$ cat config.mk
export PLATFORM = sky130hd
export DESIGN_NAME = serial_alu_ctrl
export DESIGN_NICKNAME = d
export VERILOG_FILES = /design/src/rtl/serial_alu_ctrl_pkg.sv /design/src/rtl/serial_alu_ctrl_bit.sv /design/src/rtl/serial_alu_ctrl.sv
export SDC_FILE = /design/constraint.sdc
export NUM_CORES = 1
export LEC_CHECK = 0
export CAP_MARGIN = 20
export CORE_ASPECT_RATIO = 1.75
export CORE_UTILIZATION = 45
export CTS_BUF_LIST = sky130_fd_sc_hd__clkbuf_8
export DETAILED_ROUTE_END_ITERATION = 12
export GPL_ROUTABILITY_DRIVEN = 0
export PLACE_DENSITY = 0.73
export SYNTH_ARGS = -nofsm -noshare
export SYNTH_HDL_FRONTEND = slang
export SYNTH_SLANG_ARGS = --single-unit
$ cat constraint.sdc
create_clock -name clk -period 2.55 [get_ports clk]
set_input_delay 0.51 -clock clk [delete_from_list [all_inputs] [get_ports clk]]
set_output_delay 0.51 -clock clk [all_outputs]
set_load 0.01 [all_outputs]
$ cat src/rtl/serial_alu_ctrl_pkg.sv
`default_nettype none
// ============================================================================
//  Module   : serial_alu_ctrl_pkg
//  Purpose  : Shared encodings for the bit-serial ALU front end.
//             Holds the operation codes seen on the op port and the
//             controller state encoding.
//  Revision : 1.0  initial release
// ============================================================================
package serial_alu_ctrl_pkg;

  // Operation codes carried on the op port and into the 1-bit cell
  localparam logic [1:0] OP_AND = 2'b00;
  localparam logic [1:0] OP_OR  = 2'b01;
  localparam logic [1:0] OP_XOR = 2'b10;
  localparam logic [1:0] OP_ADD = 2'b11;

  // Controller states
  typedef enum logic [1:0] {
    ST_IDLE = 2'd0,
    ST_RUN  = 2'd1,
    ST_DONE = 2'd2
  } state_t;

endpackage
`default_nettype wire

$ cat src/rtl/serial_alu_ctrl_bit.sv
`default_nettype none
// ============================================================================
//  Module   : serial_alu_bit
//  Purpose  : Purely combinational 1-bit calculation cell.
//             B is optionally inverted before use.  Logic operations pass
//             the carry through unchanged; ADD produces a full-adder sum
//             and majority carry.
//  Ports    : a, b     operand bits
//             inv_b    invert b before use
//             c        carry in
//             op       operation code (OP_AND/OP_OR/OP_XOR/OP_ADD)
//             r        result bit
//             cnext    carry out
//  Revision : 1.0  initial release
// ============================================================================
module serial_alu_bit
  import serial_alu_ctrl_pkg::*;
(
  input  logic       a,
  input  logic       b,
  input  logic       inv_b,
  input  logic       c,
  input  logic [1:0] op,
  output logic       r,
  output logic       cnext
);

  logic w_bb;

  assign w_bb = b ^ inv_b;

  always_comb begin
    r     = 1'b0;
    cnext = c;
    case (op)
      OP_AND:  r = a & w_bb;
      OP_OR:   r = a | w_bb;
      OP_XOR:  r = a ^ w_bb;
      default: begin
        r     = a ^ w_bb ^ c;
        cnext = (a & w_bb) | (a & c) | (w_bb & c);
      end
    endcase
  end

endmodule
`default_nettype wire

$ cat src/rtl/serial_alu_ctrl.sv
`default_nettype none
// ============================================================================
//  Module   : serial_alu_ctrl
//  Purpose  : Bit-serial ALU controller.  Captures two WIDTH-bit operands on
//             an accepted start, feeds the 1-bit cell LSB first with the
//             cell's carry looped back through a flip-flop, assembles the
//             parallel result and reports carry-out, signed overflow and a
//             one-cycle done pulse.
//  Ports    : clk, rst_n            clock, synchronous active-low reset
//             start                 request pulse, accepted only in IDLE
//             a, b, op, inv_b, cin  operation, captured on accept
//             busy                  high in RUN and DONE
//             done                  one-cycle completion pulse
//             result, cout, ovf     registered results, valid from done on
//  Revision : 1.0  initial release
// ============================================================================
module serial_alu_ctrl
  import serial_alu_ctrl_pkg::*;
#(
  parameter int WIDTH = 8
) (
  input  logic             clk,
  input  logic             rst_n,
  input  logic             start,
  input  logic [WIDTH-1:0] a,
  input  logic [WIDTH-1:0] b,
  input  logic [1:0]       op,
  input  logic             inv_b,
  input  logic             cin,
  output logic             busy,
  output logic             done,
  output logic [WIDTH-1:0] result,
  output logic             cout,
  output logic             ovf
);

  localparam int CW = $clog2(WIDTH);

  state_t           r_state;
  logic [CW-1:0]    r_cnt;
  logic [WIDTH-1:0] r_a;
  logic [WIDTH-1:0] r_b;
  logic [WIDTH-1:0] r_sh;
  logic [1:0]       r_op;
  logic             r_inv;
  logic             r_c;

  logic             w_r;
  logic             w_cnext;
  logic [WIDTH-1:0] w_sh_next;
  logic             w_last;

  serial_alu_bit u_bit (
    .a     (r_a[0]),
    .b     (r_b[0]),
    .inv_b (r_inv),
    .c     (r_c),
    .op    (r_op),
    .r     (w_r),
    .cnext (w_cnext)
  );

  // Result bits enter at the MSB so that after WIDTH shifts bit 0 sits at LSB
  assign w_sh_next = {w_r, r_sh[WIDTH-1:1]};
  assign w_last    = (r_cnt == CW'(WIDTH - 1));

  always_ff @(posedge clk) begin
    if (!rst_n) begin
      r_state <= ST_IDLE;
      r_cnt   <= '0;
      r_a     <= '0;
      r_b     <= '0;
      r_sh    <= '0;
      r_op    <= OP_AND;
      r_inv   <= 1'b0;
      r_c     <= 1'b0;
      busy    <= 1'b0;
      done    <= 1'b0;
      result  <= '0;
      cout    <= 1'b0;
      ovf     <= 1'b0;
    end else begin
      case (r_state)
        ST_IDLE: begin
          done <= 1'b0;
          if (start) begin
            r_a     <= a;
            r_b     <= b;
            r_op    <= op;
            r_inv   <= inv_b;
            r_c     <= cin;
            r_cnt   <= '0;
            busy    <= 1'b1;
            r_state <= ST_RUN;
          end
        end

        ST_RUN: begin
          r_sh  <= w_sh_next;
          r_a   <= {1'b0, r_a[WIDTH-1:1]};
          r_b   <= {1'b0, r_b[WIDTH-1:1]};
          r_c   <= w_cnext;
          r_cnt <= r_cnt + 1'b1;
          if (w_last) begin
            result  <= w_sh_next;
            cout    <= w_cnext;
            // r_c here is the carry into the MSB
            ovf     <= (r_op == OP_ADD) ? (w_cnext ^ r_c) : 1'b0;
            done    <= 1'b1;
            r_state <= ST_DONE;
          end
        end

        ST_DONE: begin
          done    <= 1'b0;
          busy    <= 1'b0;
          r_state <= ST_IDLE;
        end

        default: begin
          done    <= 1'b0;
          busy    <= 1'b0;
          r_state <= ST_IDLE;
        end
      endcase
    end
  end

endmodule
`default_nettype wire

# Yosys cells after proc, flatten, opt, wreduce, memory -nomap -nowiden
# Cells that the tools add are included.
# Widths: inputs -> output; s select.
[totals]
reg_bits = 45
in_bits = 23
output_inout_bits = 12
wordCells = 58
[classes]
n_addsub = 1
eq_ne = 7
muxes = 16
n_bitwise = 11
reduce_logical = 10
[op_table]
columns = ["cell", "n"]
rows = [
  ["$pmux 8 s2", 2],
  ["$mux 8", 2],
  ["$reduce_and 2->1", 6],
  ["$pmux 3 s2", 1],
  ["$eq 2x1->1 const B", 2],
  ["$eq 2x2->1 const B", 2],
  ["$logic_not 2->1", 2],
  ["$mux 1", 4],
  ["$mux 2", 2],
  ["$ne 2x2->1 const B", 2],
  ["$pmux 1 s2", 2],
  ["$pmux 2 s2", 1],
  ["$xor 1x1->1", 4],
  ["$add 3x1->3 const B", 1],
  ["$and 1x1->1", 3],
  ["$eq 3x3->1 const B", 1],
  ["$mux 3", 1],
  ["$or 1x1->1", 3],
  ["$pmux 1 s3", 1],
  ["$reduce_or 3->1", 1],
  ["$reduce_bool 2->1", 1],
  ["$not 1->1", 1],
]

# Longest topological paths before layout
[logic_depth]
word_depth = 7
mapped_depth = 6
depth_no_buf = 6

# By module
# From an unflattened synthesis, not the netlist that was laid out.
[hier_totals]
hier_cells = 202
hier_area_um2 = 2001.9
[modules_own_cells]
columns = ["mod", "instances", "cells_per_inst", "area_each_um2", "seq_area_each_um2"]
rows = [
  ["serial_alu_ctrl", 1, 190, 1893.1, 880.8],
  ["serial_alu_bit", 1, 12, 108.9, 0.0],
]

# Worst setup path after synthesis
# OpenSTA, ideal clock, no wires.
[synth_path]
path_type = "reg-to-reg"
start = "reg r_inv"
end = "reg result[7]"
setup_ns = 0.087
arrival_ns = 1.671
required_ns = 2.463
slack_ns = 0.792
path_stages_with_launch = 6
path_buffers = 0
period_less_slack_ns = 1.758
path_cell_list = "dfxtp_1 -> xor2_1 -> inv_1 -> fa_1 -> mux4_2 -> o31ai_1"
[synth_via]
elab_chain_cells = 4
elab_cells_between_ends = 6
cone_classes = "1 x mux; 5 x bitwise"
[synth_rtl]
columns = ["element", "line_no", "source"]
rows = [
  ["start, declared", "serial_alu_ctrl.sv:45", "logic r_inv;"],
  ["start signal, assigned", "serial_alu_ctrl.sv:90", "r_inv <= inv_b;"],
  ["$xor 1x1->1 (*)", "serial_alu_ctrl_bit.sv:30", "assign w_bb = b ^ inv_b;"],
  ["$xor 1x1->1", "serial_alu_ctrl_bit.sv:38, serial_alu_ctrl_bit.sv:40", ""],
  ["$xor 1x1->1", "serial_alu_ctrl_bit.sv:40", "r = a ^ w_bb ^ c;"],
  ["$pmux 1 s3 (*)", "serial_alu_ctrl_bit.sv:35", "case (op)"],
  ["end signal, assigned", "serial_alu_ctrl.sv:105", "result <= w_sh_next;"],
  ["end, declared", "serial_alu_ctrl.sv:32", "output logic [WIDTH-1:0] result,"],
]
# Every way passes the cells marked *; elsewhere a longest branch is shown, timed or not.
# A chain may end at the register's enable or synchronous reset.

# Final worst setup path
# Ends and elaborated chain as after synthesis.

==> run metrics <==
Worst IR Drop VDD between 400 and 500 uV; Max clock buf depth 2; Tot Pwr 1.48 mW; first drt pass iteration count 4; share of cells above drive strength 1 about 9%; width of the die between 50 and 60 microns; number of setup violations in the final report 0; Ys Warns 0; most frequent cells in the layout nand2_1, dfxtp_1, clkdlybuf4s50_1, nor2_1, a21oi_1; final core occ between 50% and 60%; CP arrival slightly above 2000 ps; Hold/Removal Path Class flip-flop to flip-flop; post-placement setup slack 628 ps; final instance area 2360 sq um; CTS sink cnt 44; WP data required ~2800 ps; 1st-iter DRT viols 19; Seq/Total Area, Yosys between 40% and 50%; # fillers 406; run status finished clean; fin. max-slew vios 0; first-pass GRT wire length 6.24 mm; Cell Int Power 1.13 mW; Max Cap Violations 0; Port Buffer Count 34; unrepaired setup endpoints after global routing no; Worst Hold Margin 454 ps; Multi-input gate area between 800 and 900 sq um; CP Max Fanout 2; clk_lat worst skew about 300 ps; DPL Wire Length between 2 and 3 mm; CTS Hold Bufs 0; Reg-to-Reg Start r_inv; final cycle utilization of the critical path between 70% and 80%; worst setup margin between 700 and 800 ps; largest net degree at the start of global routing 35; post-CTS sizing 0; worst-margin pin slew about 540 ps; Die Y 88.3 microns; CP Launch Type flip-flop; Post-DP Area around 2200 sq um; H-tree levels 2; average wire per standard cell between 10 and 15 microns; Switching Fraction 23.7%; number of global-route vias before repair ~1500; Seq pwr share between 50% and 60%; clk_skew 8.98 ps; Post-CTS Setup Inserts 0; n_diodes 0; CTS clk-pin slew, worst paths approximately 80 ps; syn nets 246; distinct cell type count after synthesis 34; Die ar. around 4500 sq um; Pwr Density ~630 nW/um^2; crit path from r_inv; vias per inst around 5.2; Cells after DPL ~290; initial antenna violation count 0; kind of end point of the critical path flip-flop; syn_area_per_cell 8.79 sq um; Initial Util between 40% and 50%; Fmax achieved 546 MHz; min-delay src result[4]; Post-Syn Area between 1500 and 2000 sq um; io pins 35; commonest non-fill, non-tap cell in the layout nand2_1; clock root cell clkbuf_8; ANT nets after route 0; Comb power frac approximately an eighth; total grt overflow 0; Final nets approximately 280; Sequential Area 881 sq um; gr usage total 18.2%; Slew HR between 60% and 70%; vias about 1600; CTS tree done; Pleak slightly below 0.9 nW; clock power share between 30% and 40%; Fin Setup TNS 0 ps; area grow syn2layout 23.4%; WL final 3.63 mm; TritonCTS Buffers 5; Switch Pwr 0.351 mW; core area roughly 4000 sq um; minimum clock period roughly 1800 ps; Row Count 31; Final Non-Filler Cells just under 300; DRC 0; post-synthesis register bit count 44; Cells after Synth approximately 220; Final Hold Fails 0; kind of critical path flip-flop to flip-flop
-- flip-flops by register name (all words and copies together) (netlist names) --
name	cells
busy	1
r_inv	1
r_sh	7
done	1
r_state	2
result	8
r_a	8
r_c	1
r_b	8
r_op	2
ovf	1
cout	1
r_cnt	3
-- path summary, 6_finish.rpt --
| path | to | slack [ps] | cells after the start |
|---|---|---|---|
| max | result[7] | 720 | 5 |
| min | result[4] | 450 | 2 |
| max reg2reg | result[7] | 720 | 5 |
| min reg2reg | result[4] | 450 | 2 |
-- power by group through the flow --
stage	Sequential, mW	Clock [mW]	Combinational [mW]
floorplan	0.751	0	0.140
global placement	0.757	0	0.182
detailed placement	0.757	0	0.187
CTS	0.742	0.569	0.188
global route	0.746	0.591	0.208
finish	0.742	0.554	0.185
-- metal layers --
| metal | share of wire, % | global-route usage, % | vias up |
|---|---|---|---|
| met5 | 0 | 0 | - |
| met4 | 1.2 | 6.88 | 0 |
| met3 | 3.3 | 3.95 | 5 |
| met2 | 57 | 35.3 | 38 |
| met1 | 39 | 18.4 | 723 |
| li1 | - | - | 793 |
-- synth_stat cells --
library cell  instances  share of area [%]
mux4_2                1                1.2
buf_6                 4                2.4
o21ai_1               1               0.26
a311oi_2              7                5.5
a311oi_1              7                3.2
a21oi_1              19                5.0
ha_1                  4                2.6
o31ai_1               1               0.39
buf_8                 1               0.78
nor3b_4               1               0.98
nand2_1              60                 12
a32oi_1               1               0.46
nor2_1               24                4.7
nor2b_1               1               0.33
buf_2                 4                1.0
o21a_1                1               0.39
inv_1                 7                1.4
nand3b_1              3                1.2
fa_1                  1                1.0
xnor2_1               1               0.46
mux2i_1               4                2.1
o21ba_1               1               0.52
and3b_2               1               0.52
buf_4                 3                1.2
nand3_1               4                1.0
a21o_1                1               0.39
nand4_1               1               0.33
clkbuf_1              4               0.78
nand2b_1              1               0.33
dfxtp_1              44                 46
o21bai_1              1               0.39
nor3_1                1               0.26
a22oi_1               2               0.78
xor2_1                1               0.46
-- area by class of cell --
cell class,instances,share of cell area [%]
multi-input cells,151,37.7
flip-flops and latches,44,37.3
repair buffers,38,16.2
well taps,49,2.59
clock inverters,2,1.64
clock buffers,6,3.49
inverters,7,1.11
-- logic make-up (layout without fill, tap and decap cells) --
kind of cell,count (synthesis),after routing,synth area share (%)
compound gates,42,42,17.2
xor+xnor,2,2,0.915
fa+ha+maj,5,5,3.66
buf+inv,23,53,7.51
flops,44,44,46.0
mux,5,5,3.27
simple gates,97,97,21.4
-- critical path, stage by stage, from the launching register on --
cell and delay (ps):
dfxtp_1 340, xor2_1 190, inv_1 100, fa_1 420
mux4_2 480, o31ai_1 220
Power figures use the tool's default switching activity.
